### config.mk
export PLATFORM = sky130hd
export DESIGN_NAME = task_event_timer
export DESIGN_NICKNAME = d
export VERILOG_FILES = /design/src/rtl/task_event_timer.sv
export SDC_FILE = /design/constraint.sdc
export NUM_CORES = 2
export LEC_CHECK = 0
export BUFFER_PORTS_ARGS = -buffer_cell sky130_fd_sc_hd__buf_2
export CAP_MARGIN = 10
export CORE_AREA = 2 2 364 366
export CTS_CLUSTER_DIAMETER = 30
export DETAILED_ROUTE_END_ITERATION = 8
export DIE_AREA = 0 0 366 368
export PLACE_DENSITY_LB_ADDON = 0.25
export SYNTH_ARGS = -nofsm -noshare
export SYNTH_HDL_FRONTEND = slang
export SYNTH_SLANG_ARGS = --single-unit
export TNS_END_PERCENT = 5
### constraint.sdc
create_clock -name clk -period 7.79 [get_ports clk]
set_clock_uncertainty 0.1 [all_clocks]
set_input_delay 1.9475 -clock clk [delete_from_list [all_inputs] [get_ports clk]]
set_output_delay 1.9475 -clock clk [all_outputs]
set_load 0.01 [all_outputs]
### src/rtl/task_event_timer.sv
// Per-task periodic activation, deadline and watchdog timers with sticky event flags.
// Define TASK_EVENT_TIMER_CNT_EN to build the mrCntSleep/mrCntRun counters.
module task_event_timer #(
    parameter int NUM_TASKS = 4
) (
    input  logic                         clk,
    input  logic                         reset,
    input  logic [NUM_TASKS*32-1:0]      tev_preset,
    input  logic [NUM_TASKS*32-1:0]      wdev_preset,
    input  logic [NUM_TASKS*32-1:0]      d1ev_preset,
    input  logic [NUM_TASKS*32-1:0]      d2ev_preset,
    input  logic [NUM_TASKS*32-1:0]      tr_ctrl,
    input  logic [NUM_TASKS-1:0]         tr_we,
    input  logic                         run_valid,
    input  logic [$clog2(NUM_TASKS)-1:0] run_task,
    input  logic [NUM_TASKS-1:0]         task_done,
    output logic [NUM_TASKS*4-1:0]       cr_ev,
    output logic [NUM_TASKS*32-1:0]      cnt_sleep,
    output logic [NUM_TASKS*32-1:0]      cnt_run,
    output logic [NUM_TASKS-1:0]         task_ready,
    output logic                         irq
);
    localparam int TW = $clog2(NUM_TASKS);

    typedef enum logic [1:0] {
        ST_OFF,
        ST_SLEEP,
        ST_ACTIVE
    } state_e;

    state_e      state_q [NUM_TASKS];
    state_e      state_d [NUM_TASKS];
    logic [31:0] ptmr_q  [NUM_TASKS];
    logic [31:0] ptmr_d  [NUM_TASKS];
    logic [31:0] dtmr_q  [NUM_TASKS];
    logic [31:0] dtmr_d  [NUM_TASKS];
    logic [31:0] wtmr_q  [NUM_TASKS];
    logic [31:0] wtmr_d  [NUM_TASKS];
    logic [3:0]  ev_q    [NUM_TASKS];
    logic [3:0]  ev_d    [NUM_TASKS];
    logic [3:0]  ev_set  [NUM_TASKS];
    logic [NUM_TASKS-1:0] f1_q, f1_d, f2_q, f2_d;
    logic        irq_q, irq_d;

    logic [31:0] tev [NUM_TASKS];
    logic [31:0] wd  [NUM_TASKS];
    logic [31:0] d1  [NUM_TASKS];
    logic [31:0] d2  [NUM_TASKS];
    logic [3:0]  mask [NUM_TASKS];
    logic [NUM_TASKS-1:0] en, kick, clr, hit;
    logic        unused_ctrl;

    assign unused_ctrl = ^tr_ctrl;

    for (genvar g = 0; g < NUM_TASKS; g++) begin : g_task
        assign tev[g]  = tev_preset[32*g +: 32];
        assign wd[g]   = wdev_preset[32*g +: 32];
        assign d1[g]   = d1ev_preset[32*g +: 32];
        assign d2[g]   = d2ev_preset[32*g +: 32];
        assign mask[g] = tr_ctrl[32*g+8 +: 4];
        assign en[g]   = tr_ctrl[32*g];
        assign kick[g] = tr_we[g] & tr_ctrl[32*g+1];
        assign clr[g]  = tr_we[g] & tr_ctrl[32*g+2];
        assign hit[g]  = run_valid && (run_task == TW'(g));
        assign cr_ev[4*g +: 4] = ev_q[g];
        assign task_ready[g]   = (state_q[g] == ST_ACTIVE);
    end

    always_comb begin
        irq_d = 1'b0;
        for (int i = 0; i < NUM_TASKS; i++) begin
            state_d[i] = state_q[i];
            ptmr_d[i]  = ptmr_q[i];
            dtmr_d[i]  = dtmr_q[i];
            wtmr_d[i]  = wtmr_q[i];
            f1_d[i]    = f1_q[i];
            f2_d[i]    = f2_q[i];
            ev_set[i]  = 4'b0;
            case (state_q[i])
                ST_OFF: begin
                    ptmr_d[i]  = 32'd0;
                    dtmr_d[i]  = 32'd0;
                    wtmr_d[i]  = 32'd0;
                    state_d[i] = ST_SLEEP;
                end
                ST_SLEEP: begin
                    ptmr_d[i] = ptmr_q[i] + 32'd1;
                    if (tev[i] != 32'd0 && ptmr_q[i] + 32'd1 >= tev[i]) begin
                        state_d[i]   = ST_ACTIVE;
                        ptmr_d[i]    = 32'd0;
                        dtmr_d[i]    = 32'd0;
                        wtmr_d[i]    = 32'd0;
                        f1_d[i]      = 1'b0;
                        f2_d[i]      = 1'b0;
                        ev_set[i][0] = 1'b1;
                    end
                end
                ST_ACTIVE: begin
                    dtmr_d[i] = dtmr_q[i] + 32'd1;
                    if (d1[i] != 32'd0 && dtmr_q[i] + 32'd1 >= d1[i] && !f1_q[i]) begin
                        ev_set[i][2] = 1'b1;
                        f1_d[i]      = 1'b1;
                    end
                    if (d2[i] != 32'd0 && dtmr_q[i] + 32'd1 >= d2[i] && !f2_q[i]) begin
                        ev_set[i][3] = 1'b1;
                        f2_d[i]      = 1'b1;
                    end
                    if (hit[i]) begin
                        wtmr_d[i] = wtmr_q[i] + 32'd1;
                        if (wd[i] != 32'd0 && wtmr_q[i] + 32'd1 >= wd[i]) begin
                            wtmr_d[i]    = 32'd0;
                            ev_set[i][1] = !kick[i];
                        end
                    end
                    if (task_done[i]) begin
                        state_d[i] = ST_SLEEP;
                        ptmr_d[i]  = 32'd0;
                    end
                end
                default: state_d[i] = ST_OFF;
            endcase
            if (kick[i]) wtmr_d[i] = 32'd0;
            // Disable overrides everything, including events raised this cycle.
            if (!en[i]) begin
                state_d[i] = ST_OFF;
                ptmr_d[i]  = 32'd0;
                dtmr_d[i]  = 32'd0;
                wtmr_d[i]  = 32'd0;
                ev_set[i]  = 4'b0;
            end
            ev_d[i] = (clr[i] ? 4'b0 : ev_q[i]) | ev_set[i];
            irq_d   = irq_d | (|(ev_q[i] & mask[i]));
        end
    end

    always_ff @(posedge clk) begin
        if (!reset) begin
            for (int i = 0; i < NUM_TASKS; i++) begin
                state_q[i] <= ST_OFF;
                ptmr_q[i]  <= 32'd0;
                dtmr_q[i]  <= 32'd0;
                wtmr_q[i]  <= 32'd0;
                ev_q[i]    <= 4'b0;
            end
            f1_q  <= '0;
            f2_q  <= '0;
            irq_q <= 1'b0;
        end else begin
            for (int i = 0; i < NUM_TASKS; i++) begin
                state_q[i] <= state_d[i];
                ptmr_q[i]  <= ptmr_d[i];
                dtmr_q[i]  <= dtmr_d[i];
                wtmr_q[i]  <= wtmr_d[i];
                ev_q[i]    <= ev_d[i];
            end
            f1_q  <= f1_d;
            f2_q  <= f2_d;
            irq_q <= irq_d;
        end
    end

    assign irq = irq_q;

`ifdef TASK_EVENT_TIMER_CNT_EN
    logic [31:0] cnt_sleep_q [NUM_TASKS];
    logic [31:0] cnt_sleep_d [NUM_TASKS];
    logic [31:0] cnt_run_q   [NUM_TASKS];
    logic [31:0] cnt_run_d   [NUM_TASKS];

    // Saturating counters; CLR wins over a same-cycle increment.
    always_comb begin
        for (int i = 0; i < NUM_TASKS; i++) begin
            cnt_sleep_d[i] = cnt_sleep_q[i];
            cnt_run_d[i]   = cnt_run_q[i];
            if (clr[i]) begin
                cnt_sleep_d[i] = 32'd0;
                cnt_run_d[i]   = 32'd0;
            end else begin
                if (state_q[i] == ST_SLEEP && cnt_sleep_q[i] != '1)
                    cnt_sleep_d[i] = cnt_sleep_q[i] + 32'd1;
                if (hit[i] && cnt_run_q[i] != '1)
                    cnt_run_d[i] = cnt_run_q[i] + 32'd1;
            end
        end
    end

    always_ff @(posedge clk) begin
        for (int i = 0; i < NUM_TASKS; i++) begin
            if (!reset) begin
                cnt_sleep_q[i] <= 32'd0;
                cnt_run_q[i]   <= 32'd0;
            end else begin
                cnt_sleep_q[i] <= cnt_sleep_d[i];
                cnt_run_q[i]   <= cnt_run_d[i];
            end
        end
    end

    for (genvar g = 0; g < NUM_TASKS; g++) begin : g_cnt
        assign cnt_sleep[32*g +: 32] = cnt_sleep_q[g];
        assign cnt_run[32*g +: 32]   = cnt_run_q[g];
    end
`else
    assign cnt_sleep = '0;
    assign cnt_run   = '0;
`endif

endmodule
==> out/qor.csv <==
stage,metric,value,unit
run_status,status,completed,
grt,grtUsageTotal,20.1,%
logic_synthesis,yosysWarningCount,0,
logic_synthesis,synth_area_leaders,"dfxtp_1 (21%), ha_1 (17%), inv_1 (5.2%)",
logic_synthesis,yosysTopAreaCellShare,20.6,%
timing,min_period,6020,ps
place,detailed_place_hpwl,111000,um
timing,rsz0062_at_grt,no,
grt,antenna_found_initial,41,
clock_network,cts_tree,done,
logic_synthesis,syn_avg_cell_area,7.55,um^2
logic_synthesis,synthArstFlopShare,0,%
worst_setup_path,critPathArrivalTime,6570,ps
place,port_buffers,573,
clock_network,clk_latency,730,ps
grt,grt.met2_usage,31.9,%
routing,antenna_left,0,
floorplan,dieWidth,366,um
worst_setup_path,end_kind,register,
grt,gr-max-usage-layer,met2,
clock_network,postCtsSetupRepairBufs,0,
power_and_ir_drop,ir_drop,0.158,mV
floorplan,rows,133,
logic_synthesis,yosysSeqAreaShare,20.6,%
floorplan,ios,930,
logic_synthesis,synth-seq-cells,417,
place,placed_area,44200,um^2
worst_hold_path,min_path_cells,2,
clock_network,cts_root_buf,clkbuf_16,
timing,slew_viol_final,0,
finish,final_util,37.6,%
worst_setup_path,critPathLaunchType,register,
finish,nets,7102,
timing,relSlewSlack,14.9,%
clock_network,cts_inserted_buffers,143,
power_and_ir_drop,p_leak,23.1,nW
logic_synthesis,synth.most_common_cell,inv_1,
worst_setup_path,critPathMaxFanout,15,
routing,totalWireLength,141000,um
timing,fin_crit_sh,77.3,%
grt,grt_max_degree,60,
worst_hold_path,holdCritStartpoint,dtmr_q[3][11],
floorplan,die_area,135000,um^2
power_and_ir_drop,finalPower,8.58,mW
clock_network,cts_sinks,417,
worst_setup_path,cp.required,8340,ps
grt,grt_first_pass_wirelength,216000,um
routing,vias,40300,
run,maxCapViolCount,0,
timing,holdWs,352,ps
finish,area_growth,21.2,%
worst_hold_path,hp-class,reg2reg,
finish,drive_gt1_share,16.0,%
logic_synthesis,synth_top_cells_by_count,"inv_1 (567), ha_1 (540), nand2_1 (481)",
timing,worst_pin_slew,1260,ps
routing,wire_per_inst,18.1,um
logic_synthesis,ys.flop_type,dfxtp_1,
logic_synthesis,syn-cell-area,40500,um^2
worst_setup_path,r2r_cells,15,
clock_network,clk_pin_slew_worst_paths,40,ps
finish,nFillCells,13900,
place,gp_congestion,0.941,
clock_network,holdBufCountCts,0,
worst_setup_path,r2r-start,ptmr_q[2][2],
clock_network,clock_path_buffers,3,
floorplan,core_area,131000,um^2
floorplan,initial_utilization,31.0,%
grt,grt_pass1_vias,38400,
clock_network,ctsHtreeMaxLevel,4,
floorplan,dieHeight,368,um
timing,hold_viol_final,0,
grt,grt_use_met1,26.7,%
routing,dr.first_iter.drc_count,2475,
timing,tns,0,ps
finish,design_area,49100,um^2
clock_network,post_cts_resize_count,0,
grt,use_met3,4.36,%
timing,finalSetupViolations,0,
logic_synthesis,synth_area_leader_cell,dfxtp_1,
worst_setup_path,crit_path_start,ptmr_q[2][2],
finish,multi_input_area,28300,um^2
timing,fmax,166,MHz
routing,dr.pass1.iters,6,
routing,drc_errors,0,
logic_synthesis,synth-edff-count,0,
routing,routed_via_density,5.17,
grt,gr-total-overflow,0,
logic_synthesis,ys_types,103,
power_and_ir_drop,powerDensity,175,nW/um^2
finish,seq_area,8350,um^2
logic_synthesis,synth_cells,5367,
worst_setup_path,path_class,reg2reg,
layout make-up:
cell class,instances,share of cell area (%)
Antenna cell,20,0.102
Clock buffer,210,8.77
Clock inverter,50,1.23
Inverter,570,4.35
Multi-Input combinational cell,4158,57.6
Sequential cell,417,17.0
Tap cell,1755,4.47
Timing Repair Buffer,619,6.54
through the flow:
stage               instances  setup WS, ps
finish                   7799          1770
global route             7792          1430
CTS                      7779          1810
detailed placement       7519          1820
global placement         7519          1940
floorplan                5622          3170
report_power, final:
part | internal, mW | switching [mW]
Sequential | 2.15 | 0.00201
Combinational | 0.227 | 0.449
Clock | 4.10 | 1.65
cells by family after synthesis:
family | count (synthesis) | share of synthesized area (%)
DFF | 417 | 20.6
muxes | 5 | 0.123
other | 1 | 0.00925
buffers and inverters | 1047 | 12.2
adders and majority gates | 540 | 16.7
and+or+nand+nor | 1974 | 25.7
AOI/OAI and AO/OA | 1060 | 17.7
xor gates and xnor gates | 323 | 6.98
placed cells by master (no fill, tap or decap), drive strengths merged, types with 38 or more instances in the layout:
master	count
nand2	481
o21ai	165
and2	40
or2	44
a21o	54
xnor2	216
nor2	249
buf	619
nor4	186
xor2	107
nand2b	38
a21oi	335
or3	43
clkbuf	210
clkinv	39
inv	571
ha	540
nand3	349
dfxtp	417
nand4	189
and3	92
nor3	84
a22o	42
conb	256
a31oi	43
and4	40
a32o	41
o211ai	54
worst paths after layout:
| path | endpoint | slack [ps] |
|---|---|---|
| min reg2reg | dtmr_q[3][11] | 350 |
| min | dtmr_q[3][11] | 350 |
| max | wtmr_q[2][10] | 1770 |
| max reg2reg | wtmr_q[2][10] | 1770 |
state kept, by name, summed over array words and instances, names as in the netlist:
name / flops
dtmr_q: 128
state_q: 8
wtmr_q: 128
ev_q: 16
f2_q: 4
f1_q: 4
irq: 1
ptmr_q: 128
critical path, cell delays in order (launching register included):
cell      delay (ps)
dfxtp_1          430
and4_1           280
and2_1           310
nand4_1          390
nor2_1           480
nand3_1          160
xnor2_1          190
ha_1             330
nand4_1          150
or4_1            590
a2111o_1         370
a21o_1           230
a211oi_2         700
buf_4            300
and3_1           670
a22o_1           250
routing by layer:
layer / vias to the layer above / wire, um / share of wire, %
met5: - / 104 / 0.074
met4: 18 / 3680 / 2.6
met3: 211 / 9230 / 6.6
met2: 1220 / 62800 / 45
met1: 18800 / 65000 / 46
li1: 20000 / - / -
(Power assumes the default switching activity.)
